--- config.mk ---
export PLATFORM = sky130hd
export DESIGN_NAME = branch_compare_unit
export DESIGN_NICKNAME = d
export VERILOG_FILES = /design/src/rtl/branch_compare_unit.sv
export SDC_FILE = /design/constraint.sdc
export NUM_CORES = 1
export LEC_CHECK = 0
export CAP_MARGIN = 10
export CORE_MARGIN = 2
export CORE_UTILIZATION = 55
export DETAILED_ROUTE_END_ITERATION = 8
export PLACE_DENSITY = 0.95
export SYNTH_ARGS = -nofsm -noshare
export SYNTH_HDL_FRONTEND = slang
export SYNTH_SLANG_ARGS = --single-unit
--- constraint.sdc ---
create_clock -name clk -period 4.5 [get_ports clk]
set_input_delay 0.675 -clock clk [delete_from_list [all_inputs] [get_ports clk]]
set_output_delay 0.675 -clock clk [all_outputs]
set_load 0.02 [all_outputs]
--- src/rtl/branch_compare_unit.sv ---
// Multi-cycle branch comparator: compares A/B one CHUNK-bit slice per cycle, MSB slice first.
// Define BRCMP_EARLY_EXIT_EN to finish on the first differing slice instead of after all slices.
module branch_compare_unit #(
  parameter int unsigned XLEN  = 32,
  parameter int unsigned CHUNK = 8
) (
  input  logic            clk,
  input  logic            rst,
  input  logic            in_valid,
  output logic            in_ready,
  input  logic [XLEN-1:0] A,
  input  logic [XLEN-1:0] B,
  input  logic [2:0]      funct3,
  output logic            out_valid,
  input  logic            out_ready,
  output logic            BrEq,
  output logic            BrLt,
  output logic            taken,
  output logic            illegal
);

  localparam int unsigned NChunk = XLEN / CHUNK;
  localparam int unsigned IdxW   = (NChunk > 1) ? $clog2(NChunk) : 1;
  localparam logic [IdxW-1:0] TopIdx = IdxW'(NChunk - 1);

  if ((XLEN % CHUNK) != 0) begin : gen_bad_chunk
    $error("branch_compare_unit: XLEN must be a multiple of CHUNK");
  end

  typedef enum logic [1:0] {StIdle, StCmp, StDone} state_e;

  state_e          state;
  logic [XLEN-1:0] aReg;
  logic [XLEN-1:0] bReg;
  logic [2:0]      f3Reg;
  logic [IdxW-1:0] idx;
  logic            eqAcc;
  logic            ltAcc;

  logic [CHUNK-1:0] sliceA;
  logic [CHUNK-1:0] sliceB;
  logic             sliceDiff;
  logic             sliceLt;
  logic             eqNext;
  logic             ltNext;
  logic             cmpDone;
  logic             illegalNext;
  logic             takenNext;

  assign in_ready = (state == StIdle) && !rst;

  always_comb begin
    sliceA = aReg[int'(idx) * CHUNK +: CHUNK];
    sliceB = bReg[int'(idx) * CHUNK +: CHUNK];
    // Flipping the sign bits turns a signed compare into an unsigned one.
    if ((idx == TopIdx) && !f3Reg[1]) begin
      sliceA[CHUNK-1] = ~sliceA[CHUNK-1];
      sliceB[CHUNK-1] = ~sliceB[CHUNK-1];
    end
    sliceDiff = (sliceA != sliceB);
    sliceLt   = (sliceA < sliceB);
    eqNext    = eqAcc && !sliceDiff;
    ltNext    = (eqAcc && sliceDiff) ? sliceLt : ltAcc;
`ifdef BRCMP_EARLY_EXIT_EN
    cmpDone   = (idx == '0) || (eqAcc && sliceDiff);
`else
    cmpDone   = (idx == '0);
`endif
    illegalNext = (f3Reg[2:1] == 2'b01);
    case (f3Reg)
      3'b000:         takenNext = eqNext;
      3'b001:         takenNext = !eqNext;
      3'b100, 3'b110: takenNext = ltNext;
      3'b101, 3'b111: takenNext = !ltNext;
      default:        takenNext = 1'b0;
    endcase
  end

  always_ff @(posedge clk or posedge rst) begin
    if (rst) begin
      state     <= StIdle;
      aReg      <= '0;
      bReg      <= '0;
      f3Reg     <= '0;
      idx       <= '0;
      eqAcc     <= 1'b0;
      ltAcc     <= 1'b0;
      out_valid <= 1'b0;
      BrEq      <= 1'b0;
      BrLt      <= 1'b0;
      taken     <= 1'b0;
      illegal   <= 1'b0;
    end else begin
      case (state)
        StIdle: begin
          if (in_valid) begin
            aReg  <= A;
            bReg  <= B;
            f3Reg <= funct3;
            idx   <= TopIdx;
            eqAcc <= 1'b1;
            ltAcc <= 1'b0;
            state <= StCmp;
          end
        end
        StCmp: begin
          eqAcc <= eqNext;
          ltAcc <= ltNext;
          if (cmpDone) begin
            state     <= StDone;
            out_valid <= 1'b1;
            BrEq      <= eqNext;
            BrLt      <= ltNext;
            illegal   <= illegalNext;
            taken     <= takenNext;
          end else begin
            idx <= idx - IdxW'(1);
          end
        end
        StDone: begin
          if (out_ready) begin
            out_valid <= 1'b0;
            state     <= StIdle;
          end
        end
        default: state <= StIdle;
      endcase
    end
  end

endmodule
* Word-level counts from Yosys, hierarchy flattened
Index checks and enable logic that the tools add are counted.
Word-level totals: bits in registers 78, bits of input ports 71, logic and storage cells 72
Cells by class: add/subtract/negate cells 1, magnitude comparators 1, eq/ne operators 14, shifts and indexed selects 2, multiplexer cells 18, bitwise logic cells 2, reduce and logical (&&, ||, !) cells 22
Operators by type and width (number):
- indexed part select 32 x 6 -> 8 bit | 2
- == test 3 bit, second input constant | 4
- 2-to-1 mux 2 bit | 5
- AND reduction 3 bit | 3
- less-than comparator 8 bit | 1
- inequality test 2 bit, second input constant | 4
- inequality test 8 bit | 1
- 2-to-1 mux 1 bit | 7
- case mux 1 bit (2 select lines) | 3
- case mux 2 bit (3 select lines) | 1
- AND reduction 2 bit | 3
- logical NOT 1 bit | 5
- == test 2 x 1 -> 1 bit, second input constant | 2
- == test 2 bit, second input constant | 2
- logical AND 1 bit | 4
- logical NOT 2 bit | 2
- case mux 1 bit (4 select lines) | 1
- case mux 2 bit (2 select lines) | 1
- nonzero test 2 bit | 2
- OR reduction 2 bit | 2
- == test 3 x 1 -> 1 bit, second input constant | 1
- logical NOT 3 bit | 1
- inverter 1 bit | 2
- subtractor 2 x 1 -> 2 bit, second input constant | 1

* Longest topological paths before layout
Gate-level depths: netlist of run 1.
depth in word-level cells 8, gate-level depth with buffers 11, depth with buffers taken out 10

* Least setup slack after synthesis of run 1
No wires, ideal clock.
path type flip-flop to flip-flop, start point register idx[0], end point register taken, data arrival time 2.418 ns, required time 4.423 ns, slack 2.005 ns, stages on the path, launching flop included 11, path buffers 1, period minus slack after synthesis 2.495 ns, cells stage by stage dfrtp_1 -> buf_4 -> mux4_2 -> xor2_1 -> ha_1 -> nand2_1 -> o2111ai_1 -> nor4_1 -> nor3_2 -> xor2_1 -> a21oi_1
Between the ends: longest elaborated chain between the ends 8
RTL lines:
- start, declared | line 36 | logic [IdxW-1:0] idx;
- start signal, assigned | line 100 | idx <= TopIdx;
- start signal, assigned | line 117 | idx <= idx - IdxW'(1);
- parallel branches: the longest is 8 deep, another holds less-than comparator 8 bit
- end signal, assigned | line 115 | taken <= takenNext;
- end, declared | line 18 | output logic taken,
Parallel ways; which one is timed is not known. A chain may end at the register's enable or synchronous reset.

* Worst setup path after layout of run 1
Ends and elaborated chain as after synthesis.

==> flow_metrics.tcl, run 1 <==
set metrics [dict create \
    cts.path.max_buffers 2 \
    rr_startpoint "idx[0]" \
    status "finished clean" \
    worst-setup-path-type "reg2reg" \
    cts_root_buf "clkbuf_8" \
    synth-simple-area-share_pct 5.18 \
    gp_congestion 0.771 \
    yosys.area.top_type "dfrtp_1" \
    rows 29 \
    synth_top_family_by_area "multiplexers" \
    drcViolationCount 0 \
    dr.pass1.iters 4 \
    cts_sinks 78 \
    ctsResizeCount 0 \
    grt_pass1_vias 2427 \
    r2r_cells 9 \
    power_density_nw_per_um2 703 \
    die-area_um2 7430 \
    path_cells "buf_4 > mux4_2 > ha_1 > a21oi_1 > o2111ai_1 > nor4_1 > nor3_2 > xor2_1 > a21oi_1" \
    syn_area_um2 3720 \
    max_cap_violations 0 \
    async_flop_share_pct 100 \
    grt_pass1_wl_mm 12.1 \
    grt_antenna_before_repair 0 \
    synthMuxAreaShare_pct 30.6 \
    holdPathEnd "bReg[30]" \
    syn_inst 258 \
    cp.required_ps 4770 \
    drive_above_1_share_pct 29.7 \
    utilization_pct 72.8 \
    drt-initial-drc-count 122 \
    layout_setup_ws_ps 1390 \
    vias 2291 \
    crit_fanout 12 \
    slew_viol_final 0 \
    regToRegEndpoint "taken" \
    crit_arrival_ps 3390 \
    hold_viol_final 0 \
    p_sw_mw 1.12 \
    antenna_cells 0 \
    synth-xor-area-share_pct 0.942 \
    nets 416 \
    path_clk_slew_ps 80 \
    io_buffers 76 \
    tns_ps 0 \
    clkPwrFrac_pct 16.4 \
    die_h_um 86.2 \
    cp-end-kind "flop" \
    intPower_mw 2.18 \
    syn_area_per_cell_um2 14.4 \
    postCtsSetupBuffers 0 \
    p_leak_nw 1.98 \
    num_io_pins 77 \
    overflow 0 \
    worst_pin_slew_ps 915 \
    hold_buffers 0 \
    grt_max_degree 51 \
    worstHoldPathType "reg2reg" \
    synth-compound-area-share_pct 2.89 \
    synth.distinct_cells 31 \
    period_share_pct 69.2 \
    cts_tree "yes" \
    max_stage_delay_ps 800 \
    fin_worst_skew_ps 7.26 \
    worstSetupStartpointType "flop" \
    area_delta_synth_final_pct 26.5 \
    rrSetupSlack_ps 1390 \
    ys_seq_area_share_pct 52.5 \
    holdPathStages 1 \
    ys_top_cells_by_area "dfrtp_1 53%, mux2_2 18%, mux4_2 9.7%, ha_1 3.4%, mux2_1 2.4%" \
    hp-start "bReg[30]" \
    switching_share_pct 34.0 \
    grt_setup_unrepaired "false" \
    viasPerCell 5.49 \
    crit_top_cell "a21oi_1" \
    grt.total_usage_pct 21.7 \
    power_frac_seq_pct 39.8 \
    wl_mm 7.23 \
    ys_seq_elements 78 \
    finalCriticalPeriod_ps 3110 \
    irDropWorstVdd_uv 330 \
    wl_per_cell_um 17.3 \
    slew_headroom_pct 39.0 \
    place_ws_ps 1410 \
    core-area_um2 6460 \
    finalSetupViolCount 0 \
    yosys.area.top_type_share_pct 52.5 \
    initial_core_util_pct 57.6 \
    ys.flop_type "dfrtp_1" \
    syn-num-nets 339 \
    yosysWarnings 0 \
    dpl.hpwl_mm 5.20 \
    synth_edf_count 0 \
    insertion_delay_ps 350 \
    cts_made_buffers 9 \
    ant_nets 0 \
    fmax_ghz 0.321 \
    cts_max_level 3 \
    synth-adder-area-share_pct 3.37 \
    dieWidth_um 86.2 \
    worst_path_max_delay_cell "dfrtp_1" \
    power_frac_comb_pct 43.8 \
]
==> metrics by stage <==
step                power, mW  hold slack, ps  cell area (um2)  std cells
floorplan                2.40             453             3720        258
global placement         2.65             464             4490        401
detailed placement       2.76             471             4490        401
CTS                      3.33             489             4700        417
global route             3.54             510             4700        417
finish                   3.31             487             4700        417
==> power groups by stage <==
stage               clock network, mW  registers [mW]  logic [mW]
floorplan                           0            1.19        1.21
global route                    0.581            1.36        1.59
detailed placement                  0            1.33        1.43
finish                          0.543            1.32        1.45
global placement                    0            1.31        1.34
CTS                             0.549            1.32        1.46
==> flip-flops by register name, indices dropped and copies added, names as in the netlist, 2 cells and up <==
register / cells
aReg: 32
bReg: 32
f3Reg: 3
idx: 2
state: 2
==> routing by layer <==
metal / vias up / GRT usage [%] / routed length [um]
met3: 17 / 4.57 / 300
met2: 64 / 36.2 / 3720
met4: 0 / 9.38 / 209
met5: - / 0 / 0
li1: 1085 / - / -
met1: 1125 / 27.7 / 3000
==> cells by family after synthesis <==
kind of cell / Yosys count
muxes: 85
DFF: 78
and+or+nand+nor: 33
buffers and inverters: 29
AOI/OAI and AO/OA: 19
adders and majority gates: 10
xor gates and xnor gates: 4
==> synthesized netlist by cell type, types with 3 or more instances <==
cell type,instances
dfrtp_1,78
mux2_2,60
mux4_2,16
inv_1,15
ha_1,10
nor2_1,10
mux2_1,8
nand2_1,8
a21oi_1,7
buf_4,7
o21ai_0,7
buf_6,4
buf_2,3
==> critical path, delay by kind of cell (launching register included) <==
| family | cells | cell delay (ps) |
|---|---|---|
| AO/OA/AOI/OAI | 3 | 440 |
| XOR/XNOR | 1 | 160 |
| adder cells (fa/ha/maj) | 1 | 320 |
| buffers and inverters | 1 | 340 |
| flip-flops | 1 | 800 |
| multiplexers | 1 | 520 |
| AND/OR/NAND/NOR | 2 | 450 |
==> how the worst max path moves through the flow <==
stage	start	end	slack (ps)	cells past startpoint
after global routing	idx[0]	taken	1110	9
final	idx[0]	taken	1390	9
after detailed placement	idx[0]	taken	1410	9
after global placement	idx[0]	taken	1480	9
after floorplan	rst	BrEq	1830	1
after CTS	idx[0]	taken	1370	9
==> final cells by class <==
type / instances / area (um2)
inverter: 15 / 57.6
clock buffer: 12 / 155
sequential: 78 / 1950
tap: 77 / 96.3
fill: 407 / 1760
timing repair buffer: 80 / 791
multi-input combinational: 151 / 1600
clock inverter: 4 / 55.1
==> cells in the final DEF, fill, tap and decap left out, types with 7 or more instances in the layout <==
cell             count
clkdlybuf4s50_1     76
dfrtp_1             78
nor2_1              10
mux2_2              60
mux2_1               8
inv_1               14
nand2_1              8
a21oi_1              7
o21ai_0              7
clkbuf_8            11
mux4_2              16
ha_1                10
No activity file was read; power rests on OpenSTA's default activity.
==> run 2: changes to the inputs <==
--- a/config.mk
+++ b/config.mk
@@ -7,9 +7,9 @@
 export LEC_CHECK = 0
 export CAP_MARGIN = 10
 export CORE_MARGIN = 2
-export CORE_UTILIZATION = 55
+export CORE_UTILIZATION = 51
 export DETAILED_ROUTE_END_ITERATION = 8
-export PLACE_DENSITY = 0.95
+export PLACE_DENSITY = 0.91
 export SYNTH_ARGS = -nofsm -noshare
 export SYNTH_HDL_FRONTEND = slang
 export SYNTH_SLANG_ARGS = --single-unit
==> constraint.sdc (replaced) <==
create_clock -name clk -period 3.1 [get_ports clk]
set_input_delay 0.465 -clock clk [delete_from_list [all_inputs] [get_ports clk]]
set_output_delay 0.465 -clock clk [all_outputs]
set_load 0.02 [all_outputs]
==> flow_metrics.tcl, run 2 (synthesis gave the netlist of run 1 again) <==
set metrics [dict create \
    hold_buffers 0 \
    layout_commonest_cell "dfrtp_1" \
    tns_ps 0 \
    gp_congestion 0.835 \
    utilization_pct 66.8 \
    cp-end-kind "flop" \
    fin_area_um2 4760 \
    reg_top3 "aReg (32), bReg (32), f3Reg (3)" \
    grt.total_usage_pct 21.9 \
    finalCriticalPeriod_ps 2720 \
    fin_worst_skew_ps 4.72 \
    finalSetupViolCount 0 \
    p_leak_nw 2.00 \
    die_h_um 89.4 \
    max_cap_violations 0 \
    drive_above_1_share_pct 29.6 \
    layout_setup_ws_ps 378 \
    num_io_pins 77 \
    dpl.hpwl_mm 5.64 \
    dieWidth_um 89.4 \
    hold_viol_final 0 \
    overflow 0 \
    crit_arrival_ps 3000 \
    drt-initial-drc-count 138 \
    postCtsSetupBuffers 0 \
    core-area_um2 7140 \
    cts_sinks 78 \
    worstHoldPathType "reg2reg" \
    cts_made_buffers 9 \
    io_buffers 76 \
    holdPathStages 1 \
    area_delta_synth_final_pct 28.2 \
    grt_pass1_vias 2546 \
    path_clk_slew_ps 80 \
    initial_core_util_pct 52.1 \
    fmax_ghz 0.367 \
    drcViolationCount 0 \
    grt_pass1_wl_mm 12.8 \
    cts_max_level 3 \
    cts_root_buf "clkbuf_8" \
    die-area_um2 7990 \
    worstSetupStartpointType "flop" \
    power_density_nw_per_um2 1020 \
    ant_nets 0 \
    nFillCells 530 \
    crit_fanout 21 \
    grt_antenna_before_repair 0 \
    place_ws_ps 376 \
    slew_headroom_pct 59.9 \
    ctsResizeCount 0 \
    worst_pin_slew_ps 602 \
    nets 417 \
    wl_mm 7.76 \
    r2r_cells 10 \
    insertion_delay_ps 350 \
    cts_tree "yes" \
    irDropWorstVdd_uv 446 \
    worst-setup-path-type "reg2reg" \
    cp.required_ps 3380 \
    placed_cell_area_um2 4550 \
    wl_per_cell_um 17.6 \
    grt_setup_unrepaired "false" \
    slew_viol_final 0 \
    rows 31 \
    layout_common_cells "78 x dfrtp_1, 76 x clkdlybuf4s50_1, 60 x mux2_2" \
    status "finished clean" \
    period_share_pct 87.8 \
    dr.pass1.iters 4 \
    viasPerCell 5.38 \
    grt_max_degree 49 \
    cts.path.max_buffers 2 \
    vias 2366 \
    antenna_cells 0 \
]
run 2: changes by cell type in the layout (fill, tap and decap cells not counted), sizes merged:
cell      change
buf           +1
clkbuf        +2
clkinvlp      -1
clkinv        -1
run 2: layer usage:
metal / global-route usage [%] / vias up / share of wire (%)
met3: 5.17 / 15 / 3.8
met5: 0 / - / 0
met1: 25.8 / 1212 / 39
met4: 7.46 / 0 / 2.6
li1: - / 1072 / -
met2: 39.3 / 67 / 54
run 2: cell type report:
| cell class | count | area [um2] | area share (%) |
|---|---|---|---|
| clock buffers | 14 | 173 | 3.62 |
| clock inverters | 2 | 38.8 | 0.814 |
| inverters | 15 | 57.6 | 1.21 |
| multi-input cells | 151 | 1600 | 33.5 |
| flip-flops and latches | 78 | 1950 | 41.0 |
| well taps | 99 | 124 | 2.60 |
| repair buffers | 81 | 823 | 17.3 |
run 2: where the power goes:
group	internal, mW	leakage [nW]	switching [mW]	total (mW)
logic	1.25	0.971	0.927	2.18
clock network	0.441	0.107	0.355	0.796
registers	1.52	0.924	0.361	1.88
total	3.22	2.00	1.64	4.86
run 2: through the flow:
step	hold WS [ps]	power, mW	cells
6_report	477	4.86	440
5_1_grt	496	5.20	440
4_1_cts	483	4.90	440
3_5_place_dp	465	4.06	424
3_3_place_gp	463	3.90	424
2_1_floorplan	453	3.48	258
run 2: final timing paths:
path	start	endpoint	slack, ps
max	idx[0]	taken	380
min	illegal	illegal	480
max reg2reg	idx[0]	taken	380
min reg2reg	illegal	illegal	480
max in group asynchronous	rst	bReg[25]	1950
min in group asynchronous	rst	BrLt	530
run 2: critical path, stage by stage (launching register included):
cell       delay, ps
dfrtp_1          390
buf_12           200
mux4_2           530
xor2_1           160
ha_1             340
nand2_1           90
o2111ai_1        160
nor4_1           380
nor3_2           110
xor2_1           150
a21oi_1          140
==> run 3: changes to the inputs <==
--- a/config.mk
+++ b/config.mk
@@ -7,9 +7,10 @@
 export LEC_CHECK = 0
 export CAP_MARGIN = 10
 export CORE_MARGIN = 2
-export CORE_UTILIZATION = 51
+export CORE_UTILIZATION = 55
+export CTS_CLUSTER_SIZE = 28
 export DETAILED_ROUTE_END_ITERATION = 8
-export PLACE_DENSITY = 0.91
+export PLACE_DENSITY = 0.95
 export SYNTH_ARGS = -nofsm -noshare
 export SYNTH_HDL_FRONTEND = slang
 export SYNTH_SLANG_ARGS = --single-unit
==> constraint.sdc (replaced) <==
create_clock -name clk -period 3.3 [get_ports clk]
set_input_delay 0.495 -clock clk [delete_from_list [all_inputs] [get_ports clk]]
set_output_delay 0.495 -clock clk [all_outputs]
set_load 0.02 [all_outputs]
==> flow_metrics.tcl, run 3 (synthesis gave the netlist of run 1 again) <==
set metrics [dict create \
    viasPerCell 5.76 \
    hold_buffers 0 \
    die_h_um 86.2 \
    cts_tree "yes" \
    switching_share_pct 34.8 \
    cp-end-kind "flop" \
    p_leak_nw 1.99 \
    slew_headroom_pct 60.2 \
    hold_viol_final 0 \
    layout_setup_ws_ps 432 \
    wl_per_cell_um 18.8 \
    grt_pass1_vias 2611 \
    crit_arrival_ps 3140 \
    ant_nets 0 \
    grt_antenna_before_repair 0 \
    cts_root_buf "clkbuf_8" \
    drcViolationCount 0 \
    crit_end "taken" \
    gp_congestion 0.855 \
    finalSetupViolCount 0 \
    dr.pass1.iters 4 \
    io_buffers 76 \
    num_io_pins 77 \
    worstSetupStartpointType "flop" \
    rows 29 \
    worst-setup-path-type "reg2reg" \
    fmax_ghz 0.349 \
    dpl.hpwl_mm 5.47 \
    irDropWorstVdd_uv 534 \
    clkPwrFrac_pct 15.5 \
    power_frac_seq_pct 39.0 \
    tns_ps 0 \
    crit_start "idx[0]" \
    rrSetupSlack_ps 430 \
    fin_worst_skew_ps 8.97 \
    layout_commonest_cell "dfrtp_1" \
    nets 418 \
    max_cap_violations 0 \
    reg_top3 "aReg (32), bReg (32), f3Reg (3)" \
    vias 2407 \
    worstHoldPathType "reg2reg" \
    cts.path.max_buffers 2 \
    nFillCells 423 \
    layout_common_cells "78 x dfrtp_1, 76 x clkdlybuf4s50_1, 60 x mux2_2" \
    dieWidth_um 86.2 \
    insertion_delay_ps 350 \
    slew_viol_final 0 \
    cts_sinks 78 \
    grt_pass1_wl_mm 12.8 \
    ctsResizeCount 0 \
    regToRegEndpoint "taken" \
    rr_startpoint "idx[0]" \
    drive_above_1_share_pct 29.9 \
    cts_max_level 3 \
    antenna_cells 0 \
    finalCriticalPeriod_ps 2870 \
    drt-initial-drc-count 161 \
    wl_mm 7.87 \
    holdPathStages 1 \
    worst_pin_slew_ps 596 \
    cp.required_ps 3580 \
    period_share_pct 86.9 \
    path_clk_slew_ps 80 \
    intPower_mw 2.96 \
    power_density_nw_per_um2 965 \
    area_delta_synth_final_pct 26.7 \
    grt_max_degree 41 \
    power_frac_comb_pct 45.5 \
    overflow 0 \
    place_ws_ps 567 \
    status "finished clean" \
    initial_core_util_pct 57.6 \
    postCtsSetupBuffers 0 \
    grt.total_usage_pct 23.5 \
    core-area_um2 6460 \
    grt_setup_unrepaired "false" \
    die-area_um2 7430 \
    p_sw_mw 1.58 \
    r2r_cells 10 \
    cts_made_buffers 9 \
    crit_fanout 19 \
]
[run 3: worst max-delay path: stages (launching register included)]
cell and delay (ps):
dfrtp_1 480, buf_12 220, mux4_2 520, xor2_1 160, ha_1 340, nand2_1 90
o2111ai_1 170, nor4_1 380, nor3_2 110, xor2_1 160, a21oi_1 150
[run 3: through the flow]
stage | cell area, um2 | utilization [%] | power, mW | hold slack (ps) | std cells
2_1_floorplan | 3720 | - | 3.27 | 453 | 258
3_3_place_gp | 4520 | 70.0 | 3.63 | 466 | 403
3_5_place_dp | 4520 | 70.0 | 3.80 | 480 | 403
4_1_cts | 4710 | 72.9 | 4.57 | 498 | 418
5_1_grt | 4710 | 72.9 | 4.86 | 523 | 418
6_report | 4710 | 72.9 | 4.55 | 492 | 418
[run 3: area by class of cell]
| cell class | count | area, um2 | share of cell area [%] |
|---|---|---|---|
| inverters | 15 | 57.6 | 1.22 |
| well taps | 77 | 96.3 | 2.05 |
| clock buffers | 11 | 141 | 3.00 |
| flip-flops and latches | 78 | 1950 | 41.4 |
| multi-input cells | 151 | 1600 | 33.9 |
| clock inverters | 4 | 47.5 | 1.01 |
| repair buffers | 82 | 818 | 17.4 |
[run 3: how the worst min path moves through the flow]
stage	from	slack, ps	to
after floorplan	aReg[31]	450	aReg[31]
after global placement	illegal	470	illegal
after detailed placement	aReg[31]	480	aReg[31]
after CTS	aReg[31]	500	aReg[31]
after global routing	bReg[26]	520	bReg[26]
final	aReg[31]	490	aReg[31]
[run 3: power groups by stage]
stage / logic (mW) / clock network (mW) / registers (mW)
after floorplan: 1.65 / 0 / 1.63
after global placement: 1.89 / 0 / 1.73
after detailed placement: 2.02 / 0 / 1.78
after CTS: 2.08 / 0.712 / 1.78
after global routing: 2.25 / 0.767 / 1.84
final: 2.07 / 0.705 / 1.77
[run 3: routing by layer]
layer  part of all wire [%]  vias up  global-route usage (%)
li1                       -     1078                       -
met3                    4.9       31                    7.24
met4                    4.8        0                    12.2
met1                     39     1215                    27.0
met2                     51       83                    39.6
met5                      0        -                       0
